**src/rtl/edic_step_pkg.sv**
```systemverilog
// Shared types and constants for the EDiC step controller.
//   step_state_t            : controller FSM state encoding (visible on o_state)
//   DEFAULT_DEBOUNCE_CYCLES : 5 ms at 100 MHz
package edic_step_pkg;

  typedef enum logic [1:0] {
    S_HALT       = 2'd0,
    S_RUN        = 2'd1,
    S_STEP_CYCLE = 2'd2,
    S_STEP_INSTR = 2'd3
  } step_state_t;

  localparam int unsigned DEFAULT_DEBOUNCE_CYCLES = 500000;

endpackage

```
**src/rtl/step_debounce.sv**
```systemverilog
// Button conditioner: 2-FF synchronizer, debounce counter, rising-edge pulse.
//   clk      : system clock
//   reset    : synchronous, active-high
//   btn      : raw asynchronous button level (1 = pressed)
//   step_req : one-cycle pulse, 2 + DEBOUNCE_CYCLES + 1 cycles after a press
module step_debounce
  import edic_step_pkg::*;
#(
  parameter int unsigned DEBOUNCE_CYCLES = DEFAULT_DEBOUNCE_CYCLES
) (
  input  logic clk,
  input  logic reset,
  input  logic btn,
  output logic step_req
);

  localparam int unsigned CNT_W = (DEBOUNCE_CYCLES > 1) ? $clog2(DEBOUNCE_CYCLES) : 1;
  localparam logic [CNT_W-1:0] CNT_LAST = CNT_W'(DEBOUNCE_CYCLES - 1);

  logic             sync1;
  logic             sync2;
  logic             level;
  logic             level_d;
  logic [CNT_W-1:0] cnt;

  always_ff @(posedge clk) begin
    if (reset) begin
      sync1    <= 1'b0;
      sync2    <= 1'b0;
      level    <= 1'b0;
      level_d  <= 1'b0;
      cnt      <= '0;
      step_req <= 1'b0;
    end else begin
      sync1   <= btn;
      sync2   <= sync1;
      level_d <= level;
      // The level flips on the DEBOUNCE_CYCLES-th consecutive disagreeing
      // cycle; any agreeing cycle restarts the count.
      if (sync2 != level) begin
        if (cnt == CNT_LAST) begin
          level <= sync2;
          cnt   <= '0;
        end else begin
          cnt <= cnt + 1'b1;
        end
      end else begin
        cnt <= '0;
      end
      step_req <= level & ~level_d;
    end
  end

endmodule

```
**src/rtl/step_controller.sv**
```systemverilog
// EDiC emulation step controller: turns oscillator ticks into CPU clock-enable
// pulses in run, cycle-step, instruction-step and breakpoint-halt modes.
//   i_clk100 / i_reset       : clock, synchronous active-high reset
//   i_oszTick                : one-cycle CPU oscillator tick
//   i_btnStep                : raw step button
//   i_swStepNRun             : 1 = step mode, 0 = run mode
//   i_swInstrNCycle          : step granularity (1 = instruction, 0 = cycle)
//   i_swEnableBreakpoint     : enable PC breakpoint in run mode
//   i_breakpointAddress/i_pc : breakpoint PC and current CPU PC
//   i_instrStart             : next enabled cycle fetches i_pc
//   o_cpuClkEn               : registered one-cycle advance pulse
//   o_halted / o_bpHit       : in S_HALT / halted by breakpoint (sticky)
//   o_state                  : current FSM state
module step_controller
  import edic_step_pkg::*;
#(
  parameter int unsigned DEBOUNCE_CYCLES = DEFAULT_DEBOUNCE_CYCLES,
  parameter int unsigned ADDR_WIDTH      = 16
) (
  input  logic                  i_clk100,
  input  logic                  i_reset,
  input  logic                  i_oszTick,
  input  logic                  i_btnStep,
  input  logic                  i_swStepNRun,
  input  logic                  i_swInstrNCycle,
  input  logic                  i_swEnableBreakpoint,
  input  logic [ADDR_WIDTH-1:0] i_breakpointAddress,
  input  logic [ADDR_WIDTH-1:0] i_pc,
  input  logic                  i_instrStart,
  output logic                  o_cpuClkEn,
  output logic                  o_halted,
  output logic                  o_bpHit,
  output logic [1:0]            o_state
);

  step_state_t state, state_n;
  logic        bp_hit, bp_hit_n;
  logic        bp_armed, bp_armed_n;
  logic        issued_once, issued_once_n;
  logic        issue;
  logic        clk_en;
  logic        step_req;
  logic        bp_match;

  step_debounce #(
    .DEBOUNCE_CYCLES(DEBOUNCE_CYCLES)
  ) u_debounce (
    .clk     (i_clk100),
    .reset   (i_reset),
    .btn     (i_btnStep),
    .step_req(step_req)
  );

  assign bp_match = i_swEnableBreakpoint & bp_armed & i_instrStart &
                    (i_pc == i_breakpointAddress);

  always_comb begin
    state_n       = state;
    bp_hit_n      = bp_hit;
    bp_armed_n    = bp_armed;
    issued_once_n = issued_once;
    issue         = 1'b0;

    unique case (state)
      S_HALT: begin
        issued_once_n = 1'b0;
        if (step_req) begin
          // A step after a breakpoint disarms so the breakpoint instruction
          // itself can execute once before the compare is live again.
          if (bp_hit) begin
            bp_hit_n   = 1'b0;
            bp_armed_n = 1'b0;
          end
          if (i_swStepNRun) begin
            state_n = i_swInstrNCycle ? S_STEP_INSTR : S_STEP_CYCLE;
          end else begin
            state_n = S_RUN;
          end
        end else if (!i_swStepNRun && !bp_hit) begin
          state_n = S_RUN;
        end
      end

      S_RUN: begin
        if (i_oszTick && bp_match) begin
          bp_hit_n = 1'b1;
          state_n  = S_HALT;
        end else if (i_swStepNRun) begin
          state_n = S_HALT;
        end else if (i_oszTick) begin
          issue = 1'b1;
        end
      end

      S_STEP_CYCLE: begin
        if (i_oszTick) begin
          issue   = 1'b1;
          state_n = S_HALT;
        end
      end

      S_STEP_INSTR: begin
        if (i_oszTick) begin
          if (i_instrStart && issued_once) begin
            state_n = S_HALT;
          end else begin
            issue         = 1'b1;
            issued_once_n = 1'b1;
          end
        end
      end

      default: state_n = S_HALT;
    endcase

    if (issue && !i_instrStart) begin
      bp_armed_n = 1'b1;
    end
  end

  always_ff @(posedge i_clk100) begin
    if (i_reset) begin
      state       <= S_HALT;
      bp_hit      <= 1'b0;
      bp_armed    <= 1'b1;
      issued_once <= 1'b0;
      clk_en      <= 1'b0;
    end else begin
      state       <= state_n;
      bp_hit      <= bp_hit_n;
      bp_armed    <= bp_armed_n;
      issued_once <= issued_once_n;
      clk_en      <= issue;
    end
  end

  assign o_cpuClkEn = clk_en;
  assign o_halted   = (state == S_HALT);
  assign o_bpHit    = bp_hit;
  assign o_state    = state;

endmodule

```
**config.mk**
```make
export PLATFORM = sky130hd
export DESIGN_NAME = step_controller
export DESIGN_NICKNAME = d
export VERILOG_FILES = /design/src/rtl/edic_step_pkg.sv /design/src/rtl/step_debounce.sv /design/src/rtl/step_controller.sv
export SDC_FILE = /design/constraint.sdc
export NUM_CORES = 1
export LEC_CHECK = 0
export ABC_AREA = 1
export ABC_CLOCK_PERIOD_IN_PS = 3800
export BUFFER_PORTS_ARGS = -buffer_cell sky130_fd_sc_hd__buf_2
export CORE_ASPECT_RATIO = 1.5
export CORE_UTILIZATION = 50
export CTS_BUF_LIST = sky130_fd_sc_hd__clkbuf_4
export DETAILED_ROUTE_END_ITERATION = 7
export PLACE_DENSITY_LB_ADDON = 0.15
export REMOVE_ABC_BUFFERS = 1
export SYNTH_ARGS = -nofsm -noshare
export SYNTH_HDL_FRONTEND = slang
export SYNTH_SLANG_ARGS = --single-unit
```
**constraint.sdc**
```tcl
create_clock -name i_clk100 -period 3.8 [get_ports i_clk100]
set_clock_uncertainty 0.2 [all_clocks]
set_input_delay 0.76 -clock i_clk100 [delete_from_list [all_inputs] [get_ports i_clk100]]
set_output_delay 0.76 -clock i_clk100 [all_outputs]
set_load 0.02 [all_outputs]
```
== After elaboration in Yosys (flattened, before gate mapping) ==
Cells that the tools add are included.

* Bits in registers: 30
* Bits of input ports: 40
* Output and inout bits: 5
* Logic and storage cells: 71

* $add $sub $neg: 1
* Equal/unequal tests: 14
* Mux-type cells: 22
* Bitwise operators: 6
* Reductions and logical operators: 17

{| class="wikitable"
|+ Operator list
! cell !! number
|-
| $add 19x1->19 const B || 1
|-
| $eq 19x19->1 const B || 1
|-
| $eq 16x16->1 || 1
|-
| $mux 2 || 8
|-
| $mux 1 || 10
|-
| $ne 2x2->1 const B || 5
|-
| $reduce_and 3->1 || 3
|-
| $pmux 2 s4 || 1
|-
| $reduce_and 5->1 || 1
|-
| $and 1x1->1 || 4
|-
| $eq 2x2->1 const B || 2
|-
| $logic_and 1x1->1 || 4
|-
| $pmux 1 s2 || 2
|-
| $reduce_bool 2->1 || 2
|-
| $logic_not 1->1 || 3
|-
| $ne 3x1->1 const B || 1
|-
| $ne 3x3->1 const B || 1
|-
| $pmux 1 s3 || 1
|-
| $reduce_or 3->1 || 1
|-
| $eq 2x1->1 const B || 1
|-
| $logic_not 2->1 || 1
|-
| $ne 2x1->1 const B || 1
|-
| $not 1->1 || 2
|-
| $reduce_and 2->1 || 1
|-
| 2 further kinds || 2
|}

== Depth between registers and ports, before layout ==
Gate-level depths: netlist of run 1.

* Depth after elaboration: 8
* Gate-level depth with buffers: 11
* Depth with buffers taken out: 11

== Cells and area by module ==
A second synthesis of run 1 with hierarchy kept.

* Cell total of the unflattened synthesis: 305
* Area total of the unflattened synthesis: 1871.8 sq um

{| class="wikitable"
|+ Modules (own cells, without submodules)
! module !! instances !! cells each !! area an instance (sq um) !! sequential area each (sq um)
|-
| step_debounce || 1 || 182 || 1253.7 || 480.5
|-
| step_controller || 1 || 123 || 618.1 || 120.1
|}

== Worst setup path after synthesis of run 1 ==
Ideal clock, no wire load.

* Path type: input port to flip-flop
* Start: input port i_reset
* End: register u_debounce.cnt[15]
* Setup time: 0.115 ns
* Arrival time: 1.495 ns
* Required time: 3.485 ns
* Path slack: 1.990 ns
* Cell stages on the path: 5
* Buffers on the path: 2
* Path through: clkbuf_1 > inv_1 > nand3_2 > buf_4 > nor2_1

* Longest elaborated chain between the ends: 1

{| class="wikitable"
|+ RTL lines
! what !! RTL line !! text
|-
| start, declared || step_controller.sv:21 || <nowiki>input logic i_reset,</nowiki>
|-
| $reduce_or 3->1 (no line) || - ||
|-
| end signal, assigned || step_debounce.sv:45 || <nowiki>cnt <= cnt + 1'b1;</nowiki>
|-
| end, declared || step_debounce.sv:24 || <nowiki>logic [CNT_W-1:0] cnt;</nowiki>
|}

Every way passes these cells.
A chain may end at the register's enable or synchronous reset.

== Worst setup path in the final report of run 1 ==
* Start: register state[0] (netlist: o_state[0])
* End: output port o_halted

* Longest elaborated chain between the ends: 1

{| class="wikitable"
|+ RTL lines
! what !! RTL line !! text
|-
| start, declared || step_controller.sv:36 || <nowiki>step_state_t state, state_n;</nowiki>
|-
| start signal, assigned || step_controller.sv:129 || <nowiki>state <= state_n;</nowiki>
|-
| $logic_not 2->1 || step_controller.sv:138 || <nowiki>assign o_halted = (state == S_HALT);</nowiki>
|-
| end, declared || step_controller.sv:31 || <nowiki>output logic o_halted,</nowiki>
|}

Every way passes these cells.

==> results of run 1 <==
-- where the power goes --
group          switching, mW  total, mW  leakage [nW]  internal [mW]
clock                  0.112      0.248        0.0450          0.136
combinational         0.0397     0.0737         0.653         0.0339
sequential           0.00290      0.320         0.242          0.317
total                  0.154      0.641         0.940          0.487
-- state kept, by name, summed over array words and instances, names as in the netlist --
register / count
u_debounce.step_req: 1
bp_armed: 1
u_debounce.level: 1
u_debounce.sync2: 1
o_cpuClkEn: 1
o_state: 2
u_debounce.level_d: 1
o_bpHit: 1
u_debounce.cnt: 19
u_debounce.sync1: 1
issued_once: 1
-- cells by family (layout without fill, tap and decap cells) --
kind of cell / count (synthesis) / count (layout) / share of synthesized area, %
AOI/OAI and AO/OA: 19 / 19 / 5.93
xor gates and xnor gates: 15 / 15 / 7.78
adders and majority gates: 1 / 1 / 0.741
buffers and inverters: 39 / 89 / 8.90
DFF: 30 / 30 / 35.6
and+or+nand+nor: 144 / 144 / 41.1
-- layout make-up --
| class | instances | share of cell area [%] |
|---|---|---|
| clock inverters | 3 | 1.98 |
| inverters | 37 | 6.86 |
| flip-flops and latches | 30 | 29.7 |
| clock buffers | 5 | 1.85 |
| well taps | 40 | 2.47 |
| repair buffers | 44 | 10.9 |
| multi-input cells | 179 | 46.3 |
-- layer usage --
layer | vias to the layer above | track usage, % | wire length (um) | share of wire (%)
met2 | 42 | 40.0 | 1760 | 53
met1 | 698 | 17.8 | 1280 | 39
met4 | 0 | 10.2 | 53 | 1.6
li1 | 881 | - | - | -
met5 | - | 0 | 0 | 0
met3 | 6 | 6.67 | 230 | 6.9
-- through the flow --
stage	hold WS, ns	setup WS, ns	std cells	utilization [%]
6_report	0.192	1.60	338	63.5
5_1_grt	0.205	1.54	338	63.5
4_1_cts	0.197	1.60	338	63.5
3_5_place_dp	0.181	1.80	330	61.0
3_3_place_gp	0.175	1.80	330	61.0
2_1_floorplan	0.173	1.99	246	-
-- cell usage in the layout, fill, tap and decap left out, types with 3 or more instances in the layout --
cell type	count
nor2_2	3
buf_2	44
nor3b_1	3
nand4_1	6
nor2_4	3
a21oi_1	12
inv_1	37
nor2_1	35
or2_0	4
nand3_1	12
nor3_1	4
dfxtp_1	30
o21ai_0	5
xor2_1	5
clkbuf_4	5
xnor2_1	10
nand2_1	60
-- cells in the mapped netlist --
master / count
nor3b_1: 3
nand2_2: 2
clkbuf_1: 1
nor4_1: 2
dfxtp_1: 30
o31ai_1: 1
buf_4: 1
nand2_1: 60
nor3_4: 1
xor2_1: 5
nor3_1: 4
nand3_1: 12
nand3b_1: 1
nand2_4: 1
a21oi_1: 12
o21a_1: 1
nand3_2: 2
nor2_4: 3
xnor2_1: 10
or2_2: 2
nor2_2: 3
nor3_2: 2
or3_1: 1
or2_0: 4
o21ai_0: 5
ha_1: 1
nand4_1: 6
inv_1: 37
nor2_1: 35
-- path summary, 6_finish.rpt --
kind	startpoint	to	slack, ns	cells after the start
worst max-delay path	o_state[0]$_SDFFE_PP0P_	o_halted	1.60	2
worst min-delay path	u_debounce.level_d$_SDFF_PP0_	u_debounce.step_req$_SDFF_PP0_	0.19	1
worst max register to register	u_debounce.cnt[0]$_SDFF_PP0_	u_debounce.cnt[18]$_SDFF_PP0_	1.96	9
worst min register to register	u_debounce.level_d$_SDFF_PP0_	u_debounce.step_req$_SDFF_PP0_	0.19	1
-- critical path: stages (launching register included) --
cell and delay (ns):
dfxtp_1 0.36, nor2_1 0.30, buf_2 0.24
==> impl_metrics.yaml, run 1 <==
clock_tree:
  clk_path_buf_depth: 2
  htree_num_levels: 2
  path_clk_slew_ns: 0.10
  cts_inserted_buffers: 5
  cts_setup_buffers: 0
  cts_resized: 0
  ctsHoldBuffers: 0
  clk_latency_ns: 0.34
  cts_tree: "yes"
  clock_sinks: 30
  clock-root-buffer: "clkbuf_4"
sta:
  fmaxAchievable_mhz: 455
  period_needed_ns: 2.20
  tightest_slew_ns: 0.396
  finalSetupTns_ns: 0
  setup_violations: 0
  finalHoldViolations: 0
  rsz0062_at_grt: "no"
  slew_viol_final: 0
  min_period_over_period_pct: 57.8
  slew_headroom_pct: 73.6
floorplanning:
  dieWidth_um: 49.4
  fp.dieH_um: 73.2
  ioPinCount: 45
  rows: 25
  core-area_sq_um: 3190
  dieArea_sq_um: 3620
  initial_core_util_pct: 52.9
flow_run:
  drv_cap: 0
route:
  drt-total-wl_mm: 3.33
  drc: 0
  drt_first_pass_iters: 4
  viasPerCell: 4.81
  vias: 1627
  drtIter0Drc: 35
  wire_per_inst_um: 9.84
  postRouteAntennaNets: 0
synth:
  synthCells: 248
  synth_top_area_share_pct: 35.6
  avgSynthCellArea_sq_um: 6.81
  yosysWarnings: 0
  syn_area_sq_um: 1690
  ys_seq_elements: 30
  synth_cell_types: 29
  synthTopCellsByArea: "dfxtp_1, nand2_1, inv_1"
  synth_top_area_cell: "dfxtp_1"
  synth-seq-area-share_pct: 35.6
placement:
  dp_hpwl_mm: 2.68
  place_congestion: 0.873
  place_area_sq_um: 1950
  io_buffer_count: 44
pwr:
  power_mw: 0.641
  cellLeakagePower_nw: 0.940
  powerDensity_nw_per_um2: 317
  vdd_ir_drop_max_v: 0.000312
layout:
  nFillCells: 341
  n_antenna_cell: 0
  area_delta_synth_final_pct: 19.9
  multi_input_area_sq_um: 937
  fin_nets: 338
  seq_area_sq_um: 601
  final_area_sq_um: 2020
  drive_gt1_share_pct: 22.8
global_routing:
  grt_pass1_wl_mm: 5.59
  grt_antenna_before_repair: 0
  grt_max_degree: 20
  first_global_vias: 1475
  grt.overflow.total: 0
  track_usage_pct: 20.3
worst_setup_path:
  cp-start-kind: "register"
  cp-end-kind: "output pin"
  worstPathArrival_ns: 1.24
  critical_path_class: "reg -> out"
  path_max_fanout: 6
  worstPathRequired_ns: 2.84
run_status:
  status: "complete, no violations"
min_path:
  hold_class: "reg -> reg"
Note: power is estimated with default switching activity, not from simulation.
==> run 2, diff against run 1 <==
Settings changed: ABC_CLOCK_PERIOD_IN_PS 3800 to 2040.
Clock period 3.8 ns to 2.04 ns, I/O delays scaled along.
==> run 2 against run 1 <==
  * Core utilization decreased by 0.67 points
  * Clock power up 28%
  * Via count is 0.61% lower
  * Hold slack worse by 0.12 ns
  * Die area unchanged
  * Sequential share of layout area is 0.32 points higher
  * Register-to-register slack worse by 1.7 ns
  * Critical endpoint unchanged
  * Highest routed layer unchanged
==> impl_metrics.yaml, run 2 (synthesis results as in run 1) <==
run_status:
  status: "complete, no violations"
clock_tree:
  cts_setup_buffers: 0
  clk_latency_ns: 0.34
  clock_sinks: 30
  path_clk_slew_ns: 0.09
  ctsHoldBuffers: 0
  cts_inserted_buffers: 5
  clock-root-buffer: "clkbuf_4"
  htree_num_levels: 2
  cts_resized: 0
  clk_path_buf_depth: 2
  cts_tree: "yes"
layout:
  top_register: "u_debounce.cnt"
  mostFrequentLayoutCell: "nand2_1"
  area_delta_synth_final_pct: 18.7
  largest_register_ffs: 19
  drive_gt1_share_pct: 22.1
  fin_util_pct: 62.8
  fin_cells: 339
  n_antenna_cell: 0
  mostFrequentLayoutCells: "nand2_1, buf_2, inv_1, nor2_1, dfxtp_1"
  final_area_sq_um: 2000
  fin_nets: 339
sta:
  period_needed_ns: 1.86
  rsz0062_at_grt: "no"
  slew_headroom_pct: 72.3
  finalSetupTns_ns: 0
  fin_ws_ns: 0.182
  holdWs_ns: 0.0768
  finalHoldViolations: 0
  tightest_slew_ns: 0.414
  slew_viol_final: 0
  min_period_over_period_pct: 91.1
  setup_violations: 0
  fmaxAchievable_mhz: 538
floorplanning:
  dieWidth_um: 49.4
  initial_core_util_pct: 52.9
  dieArea_sq_um: 3620
  core-area_sq_um: 3190
  rows: 25
  ioPinCount: 45
  fp.dieH_um: 73.2
worst_setup_path:
  cp-end-kind: "output pin"
  worstPathArrival_ns: 1.25
  r2r_start: "u_debounce.cnt[0]$_SDFF_PP0_"
  r2r-end: "u_debounce.cnt[2]$_SDFF_PP0_"
  r2r_cells: 6
  startpoint: "o_state[0]$_SDFFE_PP0P_"
  cp-start-kind: "register"
  critical_path_class: "reg -> out"
  path_max_fanout: 6
  r2r_slack_ns: 0.24
  worstPathRequired_ns: 1.43
  cp-endpoint: "o_halted"
placement:
  place_area_sq_um: 1950
  io_buffer_count: 44
  dp.cells: 331
  dp_hpwl_mm: 2.70
  place_ws_ns: 0.233
  place_congestion: 0.883
pwr:
  power_mw: 1.05
  p_comb_share_pct: 13.1
  vdd_ir_drop_max_v: 0.000425
  cellLeakagePower_nw: 0.928
  p_int_mw: 0.776
  p_clk_share_pct: 30.2
  seqPwrFrac_pct: 56.7
  powerDensity_nw_per_um2: 526
  switching_share_pct: 26.3
  p_switching_mw: 0.277
global_routing:
  first_global_vias: 1419
  grt_max_degree: 20
  grt.overflow.total: 0
  grt_pass1_wl_mm: 5.63
  grt_antenna_before_repair: 0
  track_usage_pct: 21.0
route:
  drc: 0
  drt_first_pass_iters: 4
  wire_per_inst_um: 10.0
  viasPerCell: 4.77
  postRouteAntennaNets: 0
  vias: 1617
  drt-total-wl_mm: 3.39
  drtIter0Drc: 32
flow_run:
  drv_cap: 0
min_path:
  hold_class: "in -> reg"
## run 2: how the worst min path moves through the flow
stage               slack [ns]                          start                        endpoint  cells past startpoint
CTS                       0.07                      i_btnStep     u_debounce.sync1$_SDFF_PP0_                      3
floorplan                 0.17  u_debounce.level_d$_SDFF_PP0_  u_debounce.step_req$_SDFF_PP0_                      1
detailed placement        0.19  u_debounce.level_d$_SDFF_PP0_  u_debounce.step_req$_SDFF_PP0_                      1
finish                    0.08                      i_btnStep     u_debounce.sync1$_SDFF_PP0_                      3
global route              0.07                      i_btnStep     u_debounce.sync1$_SDFF_PP0_                      3
global placement          0.18  u_debounce.level_d$_SDFF_PP0_  u_debounce.step_req$_SDFF_PP0_                      1
## run 2: area by class of cell
type / instances / area, sq um
Clock inverter: 3 / 11.3
Tap cell: 40 / 50.0
Fill cell: 321 / 1190
Timing Repair Buffer: 45 / 228
Sequential cell: 30 / 601
Clock buffer: 5 / 37.5
Inverter: 37 / 139
Multi-Input combinational cell: 179 / 937
## run 2: power by group through the flow
stage	sequential [mW]	clock, mW	combinational, mW
detailed placement	0.611	0	0.138
finish	0.597	0.318	0.138
global placement	0.610	0	0.136
global route	0.598	0.357	0.158
floorplan	0.613	0	0.0713
CTS	0.597	0.330	0.139
## run 2: routing by layer
layer | GRT usage [%] | share of wire, % | vias up
li1 | - | - | 877
met1 | 17.5 | 38 | 684
met2 | 41.9 | 52 | 47
met3 | 6.88 | 7.0 | 9
met4 | 12.1 | 2.9 | 0
met5 | 0 | 0 | -
## run 2: worst max-delay path, stage by stage, from the launching register on
cell and delay, ns:
dfxtp_1 0.37, nor2_1 0.30, buf_2 0.24
